File: src/rtl/sub_bytes_serial.sv
// Serial AES SubBytes: one state byte per cycle through an external S-box.
// 16 cycles from accept to out_valid; the result is held in DONE until out_ready.
module sub_bytes_serial (
  input  logic         clk,
  input  logic         rst,
  input  logic         in_valid,
  output logic         in_ready,
  input  logic [127:0] in_state,
  output logic [7:0]   sbox_addr,
  input  logic [7:0]   sbox_data,
  output logic         out_valid,
  input  logic         out_ready,
  output logic [127:0] out_state,
  output logic         busy
);

  typedef enum logic [1:0] {IDLE, SUB, DONE} state_e;

  state_e            state_q, state_d;
  logic [3:0]        idx_q, idx_d;
  logic [15:0][7:0]  blk_q, blk_d;
  logic [3:0]        slot;

  // Byte 0 lives in the most significant lane, so lane = 15 - index.
  assign slot = 4'd15 - idx_q;

  always_ff @(posedge clk or posedge rst) begin
    if (rst) begin
      state_q <= IDLE;
      idx_q   <= 4'd0;
      blk_q   <= '0;
    end else begin
      state_q <= state_d;
      idx_q   <= idx_d;
      blk_q   <= blk_d;
    end
  end

  always_comb begin
    state_d   = state_q;
    idx_d     = idx_q;
    blk_d     = blk_q;
    in_ready  = 1'b0;
    sbox_addr = 8'h00;
    out_valid = 1'b0;
    busy      = 1'b0;
    case (state_q)
      IDLE: begin
        in_ready = ~rst;
        if (in_valid) begin
          blk_d   = in_state;
          idx_d   = 4'd0;
          state_d = SUB;
        end
      end
      SUB: begin
        busy        = 1'b1;
        sbox_addr   = blk_q[slot];
        blk_d[slot] = sbox_data;
        // Index wraps 15 -> 0 on the final byte, leaving it ready for the next block.
        idx_d       = idx_q + 4'd1;
        if (idx_q == 4'd15) begin
          state_d = DONE;
        end
      end
      DONE: begin
        out_valid = 1'b1;
        if (out_ready) begin
          state_d = IDLE;
        end
      end
      default: state_d = IDLE;
    endcase
  end

  assign out_state = blk_q;

endmodule

File: config.mk
export PLATFORM = sky130hd
export DESIGN_NAME = sub_bytes_serial
export DESIGN_NICKNAME = d
export VERILOG_FILES = /design/src/rtl/sub_bytes_serial.sv
export SDC_FILE = /design/constraint.sdc
export NUM_CORES = 1
export LEC_CHECK = 0
export ABC_AREA = 1
export BUFFER_PORTS_ARGS = -buffer_cell sky130_fd_sc_hd__buf_4
export CAP_MARGIN = 10
export CORE_MARGIN = 2
export CORE_UTILIZATION = 40
export CTS_BUF_LIST = sky130_fd_sc_hd__clkbuf_8
export CTS_CLUSTER_SIZE = 10
export DETAILED_ROUTE_END_ITERATION = 16
export PLACE_DENSITY_LB_ADDON = 0.1
export SLEW_MARGIN = 5
export SYNTH_ARGS = -nofsm -noshare
export SYNTH_HDL_FRONTEND = slang
export SYNTH_SLANG_ARGS = --single-unit
File: constraint.sdc
create_clock -name clk -period 5.2 [get_ports clk]
set_input_delay 0.78 -clock clk [delete_from_list [all_inputs] [get_ports clk]]
set_output_delay 0.78 -clock clk [all_outputs]
set_load 0.05 [all_outputs]
# [After elaboration in Yosys (flattened, before gate mapping)]
# Cells that the tools add are included.
# Widths: inputs -> output; s select.
[classes] n_addsub=2 bitwise_logic=1 mux=17 n_lt_le_gt_ge=2 eq_ne=6 n_reduce_logical=5
[ops] op="$pmux 128 s2" count=1
[ops] op="$bwmux 128" count=1
[ops] op="$mux 128" count=1
[ops] op="$bmux 8 s4" count=1
[ops] op="$demux 8 s4" count=1
[ops] op="$mux 8" count=3
[ops] op="$pmux 4 s2" count=1
[ops] op="$mux 2" count=3
[ops] op="$ne 2x2->1 const B" count=3
[ops] op="$pmux 2 s3" count=1
[ops] op="$lt 4x5->1 const B" count=1
[ops] op="$add 4x1->4 const B" count=1
[ops] op="$eq 4x4->1 const B" count=1
[ops] op="$ge 4x1->1 const B" count=1
[ops] op="$mux 4" count=1
[ops] op="$sub 4x4->4 const A" count=1
[ops] op="$mux 1" count=3
[ops] op="$reduce_and 3->1" count=1
[ops] op="$eq 2x1->1 const B" count=1
[ops] op="$eq 2x2->1 const B" count=1
[ops] op="$logic_not 2->1" count=1
[ops] op="$reduce_and 2->1" count=1
[ops] op="$reduce_bool 2->1" count=1
[ops] op="$logic_and 1x1->1" count=1
[ops] op="$not 1->1" count=1
[word_totals] reg_bits=134 word_cells=51 in_bits=140 output_inout_bits=139

# [Longest topological paths before layout]
# Gate-level depths: netlist of run 1.
[logic_depth] depth_word=7 depth_mapped=11

# [Least setup slack after synthesis of run 1]
# No wires, ideal clock.
[synth_timing] path_kind="register to output" from="register idx_q[1]" to="output sbox_addr[0]" t_arrival_ns=1.864 setup_slack_ns=2.556 required_time_ns=4.420 path_stages_with_launch=10 cell_sequence="dfrtp_1 -> buf_2 -> clkinv_1 -> clkbuf_1 -> nand3_1 -> nand2_1 -> nand2_1 -> nand2_1 -> nor2_1 -> nor2_1"
[synth_between] elab_chain_len=4
[synth_rtl] item="start, declared" line_no="20" text="logic [3:0] idx_q, idx_d;"
[synth_rtl] item="start signal, assigned" line_no="34" text="idx_q <= idx_d;"
[synth_rtl] item="$sub 4x4->4" line_no="25" text="assign slot = 4'd15 - idx_q;"
[synth_rtl] item="$bmux 8 s4" line_no="58" text="sbox_addr = blk_q[slot];"
[synth_rtl] item="$mux 8 (not written as such)" line_no="58"
[synth_rtl] item="$mux 8" line_no="47" text="case (state_q)"
[synth_rtl] item="end, declared" line_no="9" text="output logic [7:0] sbox_addr,"
# Every way passes these cells. The select of a mux whose other input is x is not followed.

# [Worst setup path in the final report of run 1]
[layout_timing] from="register idx_q[0]" to="output sbox_addr[3]"
# The elaborated chain is that of the path after synthesis.

==> results of run 1 <==
[cells by family (layout without fill, tap and decap cells)]
kind of cell,after synthesis,in the layout,share of synthesized area (%)
and+or+nand+nor,593,593,28.82
AOI/OAI and AO/OA,275,275,18.36
buffers and inverters,210,457,11.63
DFF,134,134,40.59
adders and majority gates,4,4,0.6058
[where the power goes]
group	leakage, uW	internal, uW	switching [uW]
Clock	0.000208	492	472
Sequential	0.00180	1390	234
Combinational	0.00344	1270	3650
[worst max path at each step]
| stage | depth (start not counted) | endpoint | slack, ps |
|---|---|---|---|
| after floorplan | 1 | idx_q[0]$_DFFE_PP0P_ | 840 |
| after global placement | 9 | sbox_addr[7] | 2220 |
| after detailed placement | 9 | sbox_addr[2] | 2220 |
| after CTS | 9 | sbox_addr[2] | 1720 |
| after global routing | 9 | sbox_addr[1] | 1480 |
| final | 9 | sbox_addr[3] | 1710 |
[layout by cell type, fill, tap and decap left out, types with 2 or more instances in the layout]
cell        synthesis  final
nand2_1           488    488
buf_4               5    283
o21ai_0           235    235
inv_1             134    134
dfrtp_1           134    133
nand3_1            67     67
o21ai_1            25     25
nor2_1             19     19
clkbuf_8            0     18
a21oi_4            12     12
nand2_2            11     10
nand2_4             5      6
inv_2               6      6
inv_6               0      5
ha_1                4      4
clkinvlp_4          0      3
bufinv_16           0      3
nor2_2              2      2
o22ai_1             2      2
clkinv_4            0      2
[worst max-delay path: stages (launching register included)]
cell	delay (ps)
dfrtp_2	410
inv_2	840
nand2_1	160
nand3_1	130
nand2_1	90
nand2_1	70
nand2_1	90
nor2_1	120
nor2_1	80
buf_4	250
[state kept, by name, indices dropped and copies added, names as in the netlist]
| name | count |
|---|---|
| state_q | 2 |
| out_state | 128 |
| idx_q | 4 |
[routing by layer]
metal	wire length [um]	GRT usage [%]	vias up	part of all wire, %
met1	13440	39.11	4231	41
met2	15300	48.74	423	47
li1	-	-	4291	-
met4	1166	12.88	0	3.6
met3	2530	5.062	68	7.8
met5	0	0	-	0
[per-stage QoR]
step	setup WS, ps	hold slack [ps]
detailed placement	2221	546.8
global route	1477	482.2
CTS	1719	481.1
floorplan	837.2	512.8
finish	1709	472.0
global placement	2225	535.1
[final cells by class]
type	count	area (um^2)	share of cell area [%]
Multi-Input combinational cell	872	3953	36.83
Sequential cell	134	3354	31.26
Timing Repair Buffer	283	2125	19.80
Inverter	142	540.5	5.037
Tap cell	270	337.8	3.148
Clock buffer	18	247.7	2.309
Clock inverter	14	173.9	1.621
==> results by group, run 1 <==
STA
  • Tcrit/Tclk final: between 60% and 70%
  • Fin. Hold Viols: 0
  • Min Tclk post-route: between 3000 and 4000 ps
  • Slew Limit Fails: 0
  • RSZ-0062 raised after global routing: no
  • Worst Tran Pin Value: around 1200 ps
  • Final TNS setup: 0 ps
  • Worst slew margin: 21.79%
  • Setup violators final: 0
  • Peak Freq: between 0.2 and 0.3 GHz
  • Clock Skew: around 20 ps

Drt
  • Routed WL per cell: roughly 19 um
  • Via-per-instance ratio: about 5.2
  • Post-route DRC: 0
  • Via count: about 9000
  • 1st-iter DRT viols: between 700 and 800
  • DR pass1 iterations: 5
  • Drt total wl: roughly 32 mm
  • Final ANT Viol Nets: 0

Global routing
  • GRT Util Overall: between 20 and 30%
  • Largest net degree at the start of global routing: between 90 and 100
  • Final global-route overflow total: 0
  • Initial antenna violation count: 0
  • First-pass GRT wire length: between 40 and 50 mm
  • Vias in the first global route: 8752

Worst setup path
  • CP required: approximately 4400 ps
  • Worst R2R Start: state_q[1]$_DFFE_PP0P_
  • Startpoint Class: register
  • Critical Path Start: idx_q[0]$_DFFE_PP0P_
  • Kind of critical path: reg2out
  • Worst Reg-to-Reg Cells: 7
  • R2R Setup Slk: between 2000 and 2500 ps
  • Crit-path max FO: around 70
  • WP data arrival: between 2000 and 3000 ps
  • Endpoint type of the worst setup path: primary output
  • Critical R2R Capture: out_state[73]$_DFFE_PP0P_

Cells and area
  • Area Overhead vs Synth: 29.89%
  • Design area: about 11000 um^2
  • Fin util: 53.04%
  • Layout Cells excl Fill: between 1500 and 2000
  • Layout cell share with drive strength beyond 1: between 20% and 30%
  • Final net count: roughly 1600
  • Antenna Diode Count: 0
  • Fill cell count: approximately 2100

Yosys
  • Synth area leaders: dfrtp_1 (41%), nand2_1 (22%), o21ai_0 (14%), inv_1 (6.1%), nand3_1 (4.1%)
  • #FFs+latches synth: ~130
  • Synth cell count leaders: nand2_1 (488), o21ai_0 (235), dfrtp_1 (134), inv_1 (134), nand3_1 (67)
  • Post-synth top flop: dfrtp_1
  • Yosys cell types: 24
  • Post-synth ARST share: 100.0%
  • Synthesized Nets: 1360
  • Post-synthesis sequential area ratio: around two fifths
  • Most instantiated library cell after synthesis: nand2_1
  • Post-Synthesis Cells: between 1000 and 1500
  • Synth top area share: just over 40%
  • Synth Warn #: 0
  • Synth Cell Area: slightly above 8000 um^2
  • Number of synthesized flops with an enable pin: 0
  • Post-Syn Area per Cell: approximately 6.8 um^2
  • Largest area contributor in the netlist: dfrtp_1

CTS
  • Htree depth: 4
  • CTS tree: yes
  • Post-CTS setup buffer count: 0
  • Hold_buf cts: 0
  • Clk sink count: 134
  • # resized after CTS: 0
  • Worst skew pair latency: 460 ps
  • Number of CTS-inserted buffers: 17
  • Clk root buf: clkbuf_8
  • Clock Tree Buf Depth: 2
  • Reg clk slew, reported paths: roughly 80 ps

Power and ir drop
  • Peak VDD IR: approximately 520 uV
  • P per Cell Area: ~700 nW/um^2
  • Power Total: between 7000 and 8000 uW
  • Static leakage: 0.005448 uW

Floorplan
  • Core Rows: 52
  • Die X-Extent: between 100 and 150 um
  • Core Box Area: a little over 20000 um^2
  • Die area: around 22000 um^2
  • Ports: between 200 and 300
  • Starting density of the core: between 40% and 50%
  • Chip height: 147.7 um

Min path
  • Worst hold-check path type: in2async

Place
  • Placed Instances: 1701
  • GP Congestion: between 0.8 and 0.9
  • IO buf count: around 280
  • Placed Area: roughly 10000 um^2
  • Final HPWL DP: 22.73 mm

Outcome
  • Status: complete, no violations

Run
  • Max Cap Violations: 0
No activity file was read; power rests on OpenSTA's default activity.
==> run 2, diff against run 1 <==
--- a/config.mk
+++ b/config.mk
@@ -5,7 +5,7 @@
 export SDC_FILE = /design/constraint.sdc
 export NUM_CORES = 1
 export LEC_CHECK = 0
-export ABC_AREA = 1
+export ABC_AREA = 0
 export BUFFER_PORTS_ARGS = -buffer_cell sky130_fd_sc_hd__buf_4
 export CAP_MARGIN = 10
 export CORE_MARGIN = 2
==> constraint.sdc (replaced) <==
create_clock -name clk -period 3.6 [get_ports clk]
set_input_delay 0.54 -clock clk [delete_from_list [all_inputs] [get_ports clk]]
set_output_delay 0.54 -clock clk [all_outputs]
set_load 0.05 [all_outputs]
==> results by group, run 2 <==
Outcome
  • Status: complete, no violations

Cells and area
  • Multi-input gate area: 3581 um^2 (-9.4%)
  • Fin util: 55.25% (+2.2 points)
  • Area Overhead vs Synth: 35.64%
  • Most common cell after layout, fill and taps aside: buf_4
  • Antenna Diode Count: 0 (unchanged)
  • Fill cell count: 1669 (-20%)
  • Sequential Area: 3357 um^2 (about the same)
  • Most frequent cells in the layout: buf_4 (287), dfrtp_1 (133), a22oi_1 (110)
  • Layout cell share with drive strength beyond 1: 33.94% (+9.8 points)
  • Max FFs per register: 128 (unchanged)
  • Final net count: 1128 (-29%)

Worst setup path
  • Endpoint type of the worst setup path: primary output
  • Kind of critical path: reg2out
  • Slowest cell on the critical path: nor2b_1
  • Worst-path cell chain: nor2b_1, a221oi_1, o21ai_0, o21ai_0, buf_4
  • Crit-path max FO: 14 (-80%)
  • WP depth: 5 (-4)
  • Worst Reg-to-Reg Cells: 7 (unchanged)
  • WP data arrival: 2700 ps (about the same)
  • CP max stage delay: 860 ps (+20 ps)
  • Delay-heaviest family, CP: simple AND/OR/NAND/NOR gates
  • Worst path bufs/invs: 1 (-1)
  • Startpoint Class: register
  • Most used cell, CP: o21ai_0
  • CP required: 3060 ps (-1360 ps)

CTS
  • Htree depth: 4 (unchanged)
  • Clk sink count: 134 (unchanged)
  • Hold_buf cts: 0 (unchanged)
  • Post-CTS setup buffer count: 0 (unchanged)
  • Worst skew pair latency: 450 ps (about the same)
  • Clk root buf: clkbuf_8
  • Reg clk slew, reported paths: 80 ps (about the same)
  • Number of CTS-inserted buffers: 17 (unchanged)
  • CTS tree: yes
  • # resized after CTS: 0 (unchanged)
  • Clock Tree Buf Depth: 2 (unchanged)

Yosys
  • #FFs+latches synth: 134 (unchanged)
  • Post-Synthesis Cells: 748 (-38%)
  • Post-synth ARST share: 100.0% (unchanged)
  • Most instantiated library cell after synthesis: dfrtp_1
  • Post-Syn Area per Cell: 9.782 um^2 (+44%)
  • Number of synthesized flops with an enable pin: 0 (unchanged)
  • Post-synth top flop: dfrtp_1
  • Synthesized Nets: 892 (-34%)
  • Yosys cell types: 41 (+71%)
  • Synth area leaders: dfrtp_1 (46%), a22oi_1 (11%), mux2i_1 (7.3%), o21ai_0 (6.2%), nand2_1 (5.3%)
  • Synth Cell Area: 7317 um^2 (-11%)
  • Largest area contributor in the netlist: dfrtp_1
  • Synth Warn #: 0 (unchanged)
  • Synth cell count leaders: dfrtp_1 (134), a22oi_1 (110), nand2_1 (103)
  • Synth top area share: 45.83% (+5.2 points)
  • Post-synthesis sequential area ratio: 45.83% (+5.2 points)

STA
  • Fin. Hold Viols: 0 (unchanged)
  • Min Tclk post-route: ~3200 ps
  • RSZ-0062 raised after global routing: no
  • Tcrit/Tclk final: 90.00%
  • Clock Skew: 11.36 ps (-8.083 ps)
  • Worst slew margin: 32.25% (+10 points)
  • Worst Tran Pin Value: 1014 ps (-157.3 ps)
  • Setup violators final: 0 (unchanged)
  • Fin Hold WS: 222.0 ps (-250.0 ps)
  • Final TNS setup: 0 ps (unchanged)
  • Slew Limit Fails: 0 (unchanged)
  • Peak Freq: 0.3086 GHz

Floorplan
  • Die area: 19390 um^2 (-11%)
  • Die X-Extent: 139.3 um (-5.7%)
  • Starting density of the core: 40.73% (-0.097 points)
  • Core Rows: 49 (-5.8%)
  • Ports: 279 (unchanged)
  • Core Box Area: 17960 um^2 (-11%)
  • Chip height: 139.3 um (-5.7%)

Drt
  • 1st-iter DRT viols: 684 (-4.3%)
  • DR pass1 iterations: 7 (+2)
  • Drt total wl: 29.82 mm (-8.1%)
  • Routed WL per cell: 24.34 um (+30%)
  • Post-route DRC: 0 (unchanged)
  • Via count: 7374 (-18%)
  • Via-per-instance ratio: 6.020 (+16%)
  • Final ANT Viol Nets: 0 (unchanged)

Global routing
  • Initial antenna violation count: 0 (unchanged)
  • Largest net degree at the start of global routing: 87 (-7.4%)
  • GRT Util Overall: 30.39% (+0.57 points)
  • Vias in the first global route: 7267 (-17%)
  • Final global-route overflow total: 0 (unchanged)
  • First-pass GRT wire length: 44.76 mm (-9.4%)

Place
  • Final HPWL DP: 21.63 mm (-4.9%)
  • GP Congestion: 0.8948 (+1.0%)
  • IO buf count: 278 (unchanged)

Min path
  • Worst hold-check path type: in2async

Run
  • Max Cap Violations: 0 (unchanged)
run 2: cell count changes in the layout (fill, tap and decap cells not counted), sizes merged, moves of 9 or more:
cell    delta
o21ai    -161
nor2b     +28
a21o       +9
a222oi    +16
and2       +9
mux2i     +53
a221o     +24
a22oi    +110
nor2      -12
nand2    -401
nand3     -66
inv      -122
run 2: per-stage QoR:
step | setup slack [ps] | instances | area [um^2]
6_report | 360.0 | 1225 | 9925
5_1_grt | 145.0 | 1225 | 9925
4_1_cts | 416.3 | 1225 | 9925
3_5_place_dp | 912.0 | 1194 | 9525
3_3_place_gp | 997.0 | 1194 | 9525
2_1_floorplan | 687.3 | 748 | 7321
run 2: cell families after synthesis:
group                    share of synthesized area, %
AO/OA/AOI/OAI                                   26.59
adder cells (fa/ha/maj)                        0.6840
buffers and inverters                           5.557
flip-flops                                      45.83
multiplexers                                    9.097
AND/OR/NAND/NOR                                 12.24
run 2: final cells by class:
| cell class | instances | share of cell area, % |
|---|---|---|
| inverter | 22 | 0.8699 |
| multi-input combinational | 519 | 36.08 |
| timing repair buffer | 290 | 22.31 |
| clock buffer | 19 | 2.635 |
| sequential | 134 | 33.83 |
| clock inverter | 12 | 1.387 |
| tap | 229 | 2.887 |
run 2: path summary, 6_finish.rpt:
path	start	endpoint	slack, ps
setup / recovery	idx_q[3]$_DFFE_PP0P_	sbox_addr[5]	360
hold / removal	rst	out_state[117]$_DFFE_PP0P_	220
setup reg to reg	idx_q[1]$_DFFE_PP0P_	out_state[120]$_DFFE_PP0P_	1090
hold reg to reg	out_state[21]$_DFFE_PP0P_	out_state[21]$_DFFE_PP0P_	510
max in group asynchronous	rst	out_state[12]$_DFFE_PP0P_	2610
min in group clk	in_state[70]	out_state[70]$_DFFE_PP0P_	290
run 2: per-layer routing:
layer / vias to the layer above / track usage, % / wire, um
met4: 0 / 11.54 / 865
met3: 53 / 5.609 / 2231
met1: 3688 / 41.65 / 12450
li1: 3270 / - / -
met2: 363 / 48.14 / 14260
met5: - / 0 / 0
Power of run 2 is left out: the tool's default activity adds up to more than one toggle a clock period on the data nets, which glitch-free logic cannot reach.
==> run 3, diff against run 2 <==
--- a/config.mk
+++ b/config.mk
@@ -13,6 +13,7 @@
 export CTS_BUF_LIST = sky130_fd_sc_hd__clkbuf_8
 export CTS_CLUSTER_SIZE = 10
 export DETAILED_ROUTE_END_ITERATION = 16
+export GPL_TIMING_DRIVEN = 0
 export PLACE_DENSITY_LB_ADDON = 0.1
 export SLEW_MARGIN = 5
 export SYNTH_ARGS = -nofsm -noshare
==> results by group, run 3 (synthesis gave the netlist of run 2 again) <==
CTS
  • Clk root buf: clkbuf_8
  • Htree depth: 4 (unchanged)
  • Clk sink count: 134 (unchanged)
  • Worst skew pair latency: 460 ps (about the same)
  • Clock Tree Buf Depth: 2 (unchanged)
  • Hold_buf cts: 0 (unchanged)
  • Number of CTS-inserted buffers: 17 (unchanged)
  • CTS tree: yes
  • Reg clk slew, reported paths: 80 ps (about the same)

Drt
  • Drt total wl: 32.36 mm (+8.5%)
  • Via count: 7792 (+5.7%)
  • Routed WL per cell: 25.24 um (+3.7%)
  • DR pass1 iterations: 6 (-1)
  • Top Metal Used: met4
  • Metal2 WL: 14.76 mm (+3.5%)
  • Via-per-instance ratio: 6.078 (+0.97%)
  • Met3 WL post-DR: 2.747 mm (+23%)
  • 1st-iter DRT viols: 803 (+17%)
  • Post-route DRC: 0 (unchanged)
  • Metal-1 WL: 13.68 mm (+9.8%)
  • Final ANT Viol Nets: 0 (unchanged)

STA
  • Clock Skew: 8.814 ps (-2.548 ps)
  • Min Tclk post-route: 3368 ps (+128.5 ps)
  • Worst slew margin: 34.39% (+2.1 points)
  • Fin. Hold Viols: 0 (unchanged)
  • Peak Freq: 0.2969 GHz (-3.8%)
  • RSZ-0062 raised after global routing: no
  • Worst Tran Pin Value: 984.2 ps (-30.00 ps)
  • Setup violators final: 0 (unchanged)
  • Fin Hold WS: 244.3 ps (+22.29 ps)
  • Slew Limit Fails: 0 (unchanged)
  • Tcrit/Tclk final: 93.57% (+3.6 points)
  • Final TNS setup: 0 ps (unchanged)

Cells and area
  • Max FFs per register: 128 (unchanged)
  • Final net count: 1184 (+5.0%)
  • Area Overhead vs Synth: 38.01%
  • Most frequent cells in the layout: buf_4 (276), dfrtp_1 (134), a22oi_1 (110)
  • Most common cell after layout, fill and taps aside: buf_4
  • Antenna Diode Count: 0 (unchanged)
  • Fill cell count: 1687 (+1.1%)
  • Layout cell share with drive strength beyond 1: 32.29% (-1.6 points)
  • Fin util: 56.22% (+0.97 points)

Floorplan
  • Ports: 279 (unchanged)
  • Starting density of the core: 40.73% (unchanged)
  • Core Box Area: 17960 um^2 (unchanged)
  • Die X-Extent: 139.3 um (unchanged)
  • Die area: 19390 um^2 (unchanged)
  • Core Rows: 49 (unchanged)
  • Chip height: 139.3 um (unchanged)

Global routing
  • Initial antenna violation count: 0 (unchanged)
  • Largest net degree at the start of global routing: 37 (-57%)
  • GRT Util Overall: 32.86% (+2.5 points)
  • First-pass GRT wire length: 47.41 mm (+5.9%)
  • Final global-route overflow total: 0 (unchanged)
  • Vias in the first global route: 7594 (+4.5%)

Worst setup path
  • Startpoint Class: register
  • Endpoint type of the worst setup path: primary output
  • Crit-path max FO: 10 (-4)
  • CP required: 3060 ps (about the same)
  • WP data arrival: 2830 ps (+130 ps)
  • Kind of critical path: reg2out

Place
  • IO buf count: 270 (-2.9%)
  • Final HPWL DP: 24.48 mm (+13%)
  • GP Congestion: 0.9305 (+4.0%)

Outcome
  • Status: complete, no violations

Min path
  • Worst hold-check path type: in2async

Run
  • Max Cap Violations: 0 (unchanged)
-- run 3: cell type report --
| cell class | count | area (um^2) | area share, % |
|---|---|---|---|
| Timing Repair Buffer | 273 | 2087 | 20.67 |
| Clock inverter | 13 | 141.4 | 1.400 |
| Tap cell | 229 | 286.5 | 2.837 |
| Inverter | 22 | 86.33 | 0.8549 |
| Sequential cell | 134 | 3353 | 33.21 |
| Multi-Input combinational cell | 519 | 3557 | 35.22 |
| Buffer | 73 | 325.3 | 3.221 |
| Clock buffer | 19 | 261.5 | 2.590 |
-- run 3: worst max-delay path, stage by stage, from the launching register on --
cell and delay [ps]:
dfrtp_1 440, clkbuf_1 210, nor2_1 370, clkbuf_1 510
a22oi_1 300, nand2_1 170, o22ai_1 130, buf_4 250
-- run 3: what timing repair did --
action / 4_1_cts / 5_1_grt
resized for setup: 0 / 2
buffers inserted: 0 / 0
endpoints found under the setup margin: 0 / 1
-- run 3: worst paths after layout --
| path | start | endpoint | slack [ps] | cells after the start |
|---|---|---|---|---|
| max in group asynchronous | rst | out_state[66]$_DFFE_PP0P_ | 2450 | 4 |
| min reg2reg | out_state[22]$_DFFE_PP0P_ | out_state[22]$_DFFE_PP0P_ | 520 | 2 |
| max | idx_q[3]$_DFFE_PP0P_ | sbox_addr[3] | 230 | 7 |
| min | rst | out_state[47]$_DFFE_PP0P_ | 240 | 2 |
| max reg2reg | idx_q[1]$_DFFE_PP0P_ | out_state[123]$_DFFE_PP0P_ | 810 | 9 |
| min in group clk | in_state[66] | out_state[66]$_DFFE_PP0P_ | 290 | 3 |
-- run 3: stage by stage --
step | setup slack, ps | cell area [um^2] | cells
after floorplan | 687.3 | 7321 | 748
after global placement | 405.4 | 9634 | 1247
after detailed placement | 740.9 | 9694 | 1250
after CTS | 218.2 | 10100 | 1282
after global routing | 67.00 | 10100 | 1282
final | 231.5 | 10100 | 1282
-- run 3: per-layer routing --
layer / vias to the layer above / track usage (%)
met5: - / 0
met3: 79 / 5.506
met1: 3862 / 46.51
met4: 0 / 13.08
met2: 472 / 50.49
li1: 3379 / -
Power of run 3 is left out for the same reason.
